### src/rtl/dmem_arbiter.sv
// dmem_arbiter: round-robin arbiter that shares one data-memory port among
// num_req_p cores using the valid/yumi handshake of mem_in_s/mem_out_s.
// It serves one transaction at a time: IDLE -> REQ -> RESP -> IDLE.
// Optional feature macro: DMEM_ARB_WATCHDOG_EN adds a watchdog that forces
// a stuck grant back to IDLE after watchdog_limit_p cycles and raises a
// sticky timeout_o flag.

package dmem_arbiter_pkg;

  typedef struct packed {
    logic [31:0] write_data;
    logic        valid;
    logic        wen;
    logic        byte_not_word;
    logic        yumi;
  } mem_in_s;

  typedef struct packed {
    logic        valid;
    logic [31:0] read_data;
    logic        yumi;
  } mem_out_s;

endpackage

module dmem_arbiter
  import dmem_arbiter_pkg::*;
#(
  parameter int num_req_p        = 4,
  parameter int req_id_width_p   = $clog2(num_req_p),
  parameter int watchdog_limit_p = 255
) (
  input  logic                        clk,
  input  logic                        reset,
  input  mem_in_s                     req_i [num_req_p],
  input  logic [num_req_p-1:0][31:0]  req_addr_i,
  output mem_out_s                    resp_o [num_req_p],
  output mem_in_s                     mem_o,
  output logic [31:0]                 mem_addr_o,
  input  mem_out_s                    mem_i,
  output logic [num_req_p-1:0]        grant_o,
  output logic                        timeout_o
);

  typedef enum logic [1:0] {
    IDLE,
    REQ,
    RESP
  } state_t;

  localparam logic [num_req_p-1:0] grant_one_p = num_req_p'(1);

  state_t                    state;
  logic [req_id_width_p-1:0] ptr_r;
  logic [req_id_width_p-1:0] owner_r;

  logic                      hit;
  logic [req_id_width_p-1:0] hit_id;
  logic [req_id_width_p-1:0] scan_id;

  mem_in_s                   own_req;
  logic [31:0]               own_addr;
  logic                      wd_fire;

  // Wraps explicitly at num_req_p-1 so non-power-of-2 core counts work.
  function automatic logic [req_id_width_p-1:0] next_id(
    input logic [req_id_width_p-1:0] id
  );
    if (id == req_id_width_p'(num_req_p - 1)) begin
      return '0;
    end
    return id + req_id_width_p'(1);
  endfunction

  assign own_req  = req_i[owner_r];
  assign own_addr = req_addr_i[owner_r];

`ifdef DMEM_ARB_WATCHDOG_EN
  localparam int wd_width_p = $clog2(watchdog_limit_p + 1);

  logic [wd_width_p-1:0] wd_count;
  logic                  timeout_r;

  assign wd_fire   = (state != IDLE) && (wd_count == wd_width_p'(watchdog_limit_p - 1));
  assign timeout_o = timeout_r;

  // Counts cycles spent holding a grant; latches a sticky timeout when it expires.
  always_ff @(posedge clk or negedge reset) begin
    if (!reset) begin
      wd_count  <= '0;
      timeout_r <= 1'b0;
    end else begin
      if (state == IDLE || wd_fire) begin
        wd_count <= '0;
      end else begin
        wd_count <= wd_count + wd_width_p'(1);
      end
      if (wd_fire) begin
        timeout_r <= 1'b1;
      end
    end
  end
`else
  logic [31:0] unused_wd_limit;

  assign unused_wd_limit = 32'(watchdog_limit_p);
  assign wd_fire         = 1'b0;
  assign timeout_o       = 1'b0;
`endif

  // Round-robin scan of request valids, starting at the priority pointer.
  always_comb begin
    hit     = 1'b0;
    hit_id  = ptr_r;
    scan_id = ptr_r;
    for (int i = 0; i < num_req_p; i++) begin
      if (!hit && req_i[scan_id].valid) begin
        hit    = 1'b1;
        hit_id = scan_id;
      end
      scan_id = next_id(scan_id);
    end
  end

  // Arbitration FSM: grants, tracks the owner and rotates priority on completion.
  always_ff @(posedge clk or negedge reset) begin
    if (!reset) begin
      state   <= IDLE;
      ptr_r   <= '0;
      owner_r <= '0;
      grant_o <= '0;
    end else begin
      case (state)
        IDLE: begin
          if (hit) begin
            owner_r <= hit_id;
            grant_o <= grant_one_p << hit_id;
            state   <= REQ;
          end
        end
        REQ: begin
          if (wd_fire) begin
            state   <= IDLE;
            ptr_r   <= next_id(owner_r);
            grant_o <= '0;
          end else if (mem_i.yumi) begin
            if (mem_i.valid && own_req.yumi) begin
              state   <= IDLE;
              ptr_r   <= next_id(owner_r);
              grant_o <= '0;
            end else begin
              state <= RESP;
            end
          end else if (!own_req.valid) begin
            state   <= IDLE;
            ptr_r   <= next_id(owner_r);
            grant_o <= '0;
          end
        end
        RESP: begin
          if (wd_fire || (mem_i.valid && own_req.yumi)) begin
            state   <= IDLE;
            ptr_r   <= next_id(owner_r);
            grant_o <= '0;
          end
        end
        default: begin
          state   <= IDLE;
          grant_o <= '0;
        end
      endcase
    end
  end

  // Routes the owner's request to memory and the memory's reply to the owner only.
  always_comb begin
    mem_o      = '0;
    mem_addr_o = '0;
    for (int k = 0; k < num_req_p; k++) begin
      resp_o[k] = '0;
    end
    case (state)
      REQ: begin
        if (!wd_fire) begin
          mem_o                   = own_req;
          mem_addr_o              = own_addr;
          resp_o[owner_r].yumi    = mem_i.yumi;
          if (mem_i.yumi) begin
            resp_o[owner_r].valid     = mem_i.valid;
            resp_o[owner_r].read_data = mem_i.read_data;
          end
        end
      end
      RESP: begin
        if (!wd_fire) begin
          mem_o.yumi                = own_req.yumi;
          mem_addr_o                = own_addr;
          resp_o[owner_r].valid     = mem_i.valid;
          resp_o[owner_r].read_data = mem_i.read_data;
        end
      end
      default: begin
      end
    endcase
  end

endmodule

### config.mk
export PLATFORM = sky130hd
export DESIGN_NAME = dmem_arbiter
export DESIGN_NICKNAME = d
export VERILOG_FILES = /design/src/rtl/dmem_arbiter.sv
export SDC_FILE = /design/constraint.sdc
export NUM_CORES = 1
export LEC_CHECK = 0
export ABC_AREA = 1
export CORE_AREA = 3 3 200 202
export CTS_CLUSTER_SIZE = 25
export DETAILED_ROUTE_END_ITERATION = 7
export DIE_AREA = 0 0 203 205
export PLACE_DENSITY = 0.37
export RECOVER_POWER = 50
export SYNTH_ARGS = -nofsm -noshare
export SYNTH_HDL_FRONTEND = slang
export SYNTH_SLANG_ARGS = --single-unit
### constraint.sdc
create_clock -name clk -period 2.1 [get_ports clk]
set_input_delay 0.63 -clock clk [delete_from_list [all_inputs] [get_ports clk]]
set_output_delay 0.63 -clock clk [all_outputs]
set_load 0.01 [all_outputs]
Yosys cells after proc, flatten, opt, wreduce, memory -nomap -nowiden
Index checks and enable logic that the tools add are counted.
{ "word_totals": {"ff_bits": 10, "out_inout_bits": 209} }
{ "op_classes": {"add_sub_neg": 4, "order_cmp": 7, "n_eq_ne": 10, "shift": 1, "muxes": 75, "n_bitwise": 7, "reduce_logical": 15} }
{ "op_table": {"columns": ["op", "count"], "rows": [
  ["136-bit bitwise mux", 3],
  ["36-bit binary-select mux with 2-bit select", 5],
  ["136-bit bitwise AND", 2],
  ["136-bit case mux with 2 select lines", 1],
  ["34-bit demux with 2-bit select", 3],
  ["136-bit 2-to-1 mux", 1],
  ["36-bit 2-to-1 mux", 2],
  ["32-bit binary-select mux with 2-bit select", 1],
  ["32-bit 2-to-1 mux", 2],
  ["4-bit 2-to-1 mux", 12],
  ["2-bit 2-to-1 mux", 22],
  ["35-bit 2-to-1 mux", 1],
  ["34-bit 2-to-1 mux", 1],
  ["33-bit 2-to-1 mux", 1],
  ["1-bit 2-to-1 mux", 17],
  ["3-bit >= comparator (second input constant)", 5],
  ["2-bit NOT with 3-bit output", 5],
  ["4-bit case mux with 3 select lines", 1],
  ["2-bit equality test (second input constant)", 5],
  ["2-bit by 1-bit adder with 2-bit output (second input constant)", 4],
  ["3-bit != test (second input constant)", 2],
  ["2-bit case mux with 3 select lines", 1],
  ["1-bit logical AND", 5],
  ["2-bit != test (second input constant)", 2],
  ["other kinds (12)", 15]
]} }

Logic depth before layout (Yosys ltp)
{ "depth": {"word_depth": 18, "mapped_depth": 16} }

Least setup slack after synthesis
No wires, ideal clock.
{ "synth_timing": {"path_type": "flip-flop to output port", "start": "reg owner_r[1]", "end": "out resp_o[100] (netlist bit)", "t_arrival_ns": 1.615, "slack_ns": -0.145, "stages_incl_launch_ff": 8, "n_path_buf": 3, "cell_sequence": "dfrtp_1 buf_2 inv_2 clkbuf_1 ha_1 nand2_1 clkbuf_1 nor2_1"} }
{ "synth_lines": {"columns": ["item", "line", "rtl"], "rows": [
  ["from (decl)", "55", "logic [req_id_width_p-1:0] owner_r;"],
  ["from (signal assigned)", "136", "owner_r <= hit_id;"],
  ["to (decl)", "37", "output mem_out_s resp_o [num_req_p],"]
]} }

==> results.cfg <==
[yosys]
ys_warn_count = 0
synth_seq_area_share_pct = 6.260
synth_nets = 1190
synthesized_area_per_cell_um2 = 4.579
synthesis.instances = 873
syn-cell-area_um2 = 3998
yosys_register_bits = 10
netlist_cell_types = 26

[worst_setup_path]
startpoint = state[1]$_DFFE_PN0P_
crit_path_end_kind = primary output
crit_path_start_kind = flop
crit_end = resp_o[84]
worst_ep_required_time_ns = 1.47
regToRegSetupSlack_ns = -0.04
critPathArrivalTime_ns = 1.88
critical_path.reg2reg.endpoint = grant_o[1]$_DFFE_PN0P_
worst_r2r_path_depth = 18
critPathMaxFanout = 8
critPathKind = flop to primary output
r2r-start = state[1]$_DFFE_PN0P_

[sta]
hold_slack_ns = 0.5733
period_share_pct = 119.3
skew_ns = 0.001198
final_hold_viol_count = 0
setup_viol = 208
transition_time_at_the_pin_with_the_least_slew_margin_ns = 0.5034
slew_viols_final = 0
max_slew_headroom_pct = 66.33
setup_ws_ns = -0.4054
finalCriticalPeriod_ns = 2.505
rsz_0062_raised_after_global_routing = yes
max_freq_mhz = 399.1

[floorplan]
die_h_um = 205
overall_die_area_um2 = 41620
rows = 72
top_level_ports = 517
initial_utilization_pct = 10.39
die_width_um = 203
core-area_um2 = 38470

[power]
switching_share_pct = 51.81
netSwitchingPower_mw = 9.533
internal_power_consumption_mw = 8.868
p_seq_share_pct = 2.0
ratio_of_total_power_to_cell_area_nw_per_um2 = 1394
combPwrFrac_pct = 96.1
worst_ir_drop_vdd_mv = 0.4796
clock_power_share_pct = 1.9
total_power_mw = 18.40
leakagePower_nw = 5.640

[detailed_routing]
route.vias.total = 8261
route.layer.met1.wl_um = 17320
avgViaCountPerCell = 4.061
detail_route.wirelength_um = 41120
route.met3.wl_um = 2455
top_layer_used = met4
avgRoutedWirePerCell_um = 20.22
drt_pass1_iterations = 4
ant_nets = 0
drt_first_iter_violations = 405
drc = 0
met2_length_um = 20650

[run_status]
failed_checks = setup timing
status = finished, violations left

[clock_network]
cts_sinks = 10
clk-insertion-delay-late_ns = 0.23
cts.root.buffer_cell = clkbuf_16
cts.reportedPaths.clkPinSlew_ns = 0.04
ctsHoldBuffers = 0
cts.htree.levels = 1
cts.path.max_buffers = 2
tritoncts = built
numCtsBuffers = 3

[grt]
grt_antenna_before_repair = 4
grt_util_all_layers_pct = 16.28
grt_pass1_wl_um = 51670
via_count_of_the_first_global_routing_pass = 7674
global_route.overflow_total = 0
grt_start_max_net_pins = 37

[place]
dp.cells = 1933
placement.cell_area_um2 = 10530
port_buffers = 515
dp.final_hpwl_um = 27880
finalWeightedCongestion = 0.8049

[layout]
post_route_cells_drive_above_1_share_pct = 45.47
mostFrequentLayoutCell = clkdlybuf4s50_1
final_cell_mix = 303 x clkdlybuf4s50_1, 241 x nor2_1, 103 x buf_2
stdcell_count = 2034
layout.cell_area.non_filler_um2 = 13200
final_core_utilization_pct = 34.32
final_net_count = 1831
areaGrowthSynthToFinish_pct = 230.2

[hold_path]
holdCritStartpoint = grant_o[2]$_DFFE_PN0P_
min_path_type = flop to flop

[run]
max_capacitance_violation_count = 0
## metrics by stage
step / TNS, ns / setup slack [ns]
4_1_cts: -67.65 / -0.4276
6_report: -56.33 / -0.4054
5_1_grt: -72.65 / -0.4728
2_1_floorplan: -2.578 / -0.03429
3_5_place_dp: -162.98 / -0.9301
3_3_place_gp: -161.72 / -0.9626
## final cells by class
type,instances,area (um^2)
Timing Repair Buffer,705,7315
Tap cell,518,648.1
Fill cell,4193,25270
Multi-Input combinational cell,763,4765
Clock buffer,4,78.83
Antenna cell,3,7.507
Sequential cell,10,255.2
Inverter,31,132.6
## power groups by stage
| stage | Combinational [mW] | Sequential [mW] | Clock, mW |
|---|---|---|---|
| floorplan | 5.54 | 0.341 | 0 |
| global placement | 12.0 | 0.361 | 0 |
| detailed placement | 12.0 | 0.366 | 0 |
| CTS | 14.0 | 0.371 | 0.350 |
| global route | 19.0 | 0.379 | 0.368 |
| finish | 17.7 | 0.370 | 0.343 |
## metal layers
metal	vias up	global-route usage (%)
li1	4092	-
met1	3805	19.93
met2	320	30.31
met3	44	3.099
met4	0	1.930
met5	-	0
## worst min-delay path by stage
stage                              to  slack [ns]  cells after the start
6_report       grant_o[2]$_DFFE_PN0P_        0.57                      2
4_1_cts        grant_o[2]$_DFFE_PN0P_        0.59                      2
5_1_grt        grant_o[2]$_DFFE_PN0P_        0.60                      2
2_1_floorplan  grant_o[0]$_DFFE_PN0P_        0.33                      0
3_5_place_dp   grant_o[2]$_DFFE_PN0P_        0.57                      2
3_3_place_gp   grant_o[2]$_DFFE_PN0P_        0.58                      2
## kinds of logic (layout without fill, tap and decap cells)
group                      after synthesis  count (layout)  synth area share, %
adders and majority gates                9               9                2.817
AOI/OAI and AO/OA                      215             215                27.01
DFF                                     10              10                6.260
and+or+nand+nor                        538             538                53.96
buffers and inverters                  100             740                9.859
other                                    1               4              0.09381
## Yosys cell counts, drive strengths merged
master | instances | share of area [%]
a21oi | 74 | 9.3
buf | 25 | 2.8
clkbuf | 44 | 4.1
clkinv | 3 | 0.28
conb | 1 | 0.094
dfrtp | 10 | 6.3
ha | 9 | 2.8
inv | 28 | 2.6
nand2 | 101 | 11
nand3 | 20 | 3.3
nand3b | 1 | 0.19
nand4 | 1 | 0.31
nor2 | 414 | 39
nor3 | 1 | 0.13
o21ai | 141 | 18
## repair_timing
action | CTS | global route
endpoints found under the setup margin | 211 | 214
gates cloned | 17 | 22
setup buffers | 21 | 43
pin swaps | 18 | 139
hold endpoints to repair | 0 | 0
gates resized for setup | 679 | 720
## sequential cells by signal, indices dropped and copies added (netlist names)
signal / cells
grant_o: 4
owner_r: 2
ptr_r: 2
state: 2
## worst max-delay path, cell delays in order (launching register included)
cell and delay [ns]:
dfrtp_1 0.38, inv_2 0.10, buf_6 0.10, ha_4 0.13, nand2_4 0.07, nand2_8 0.15
nand2_4 0.14, clkbuf_16 0.20, nor2_1 0.08, dlygate4sd2_1 0.28
Power figures use the tool's default switching activity.
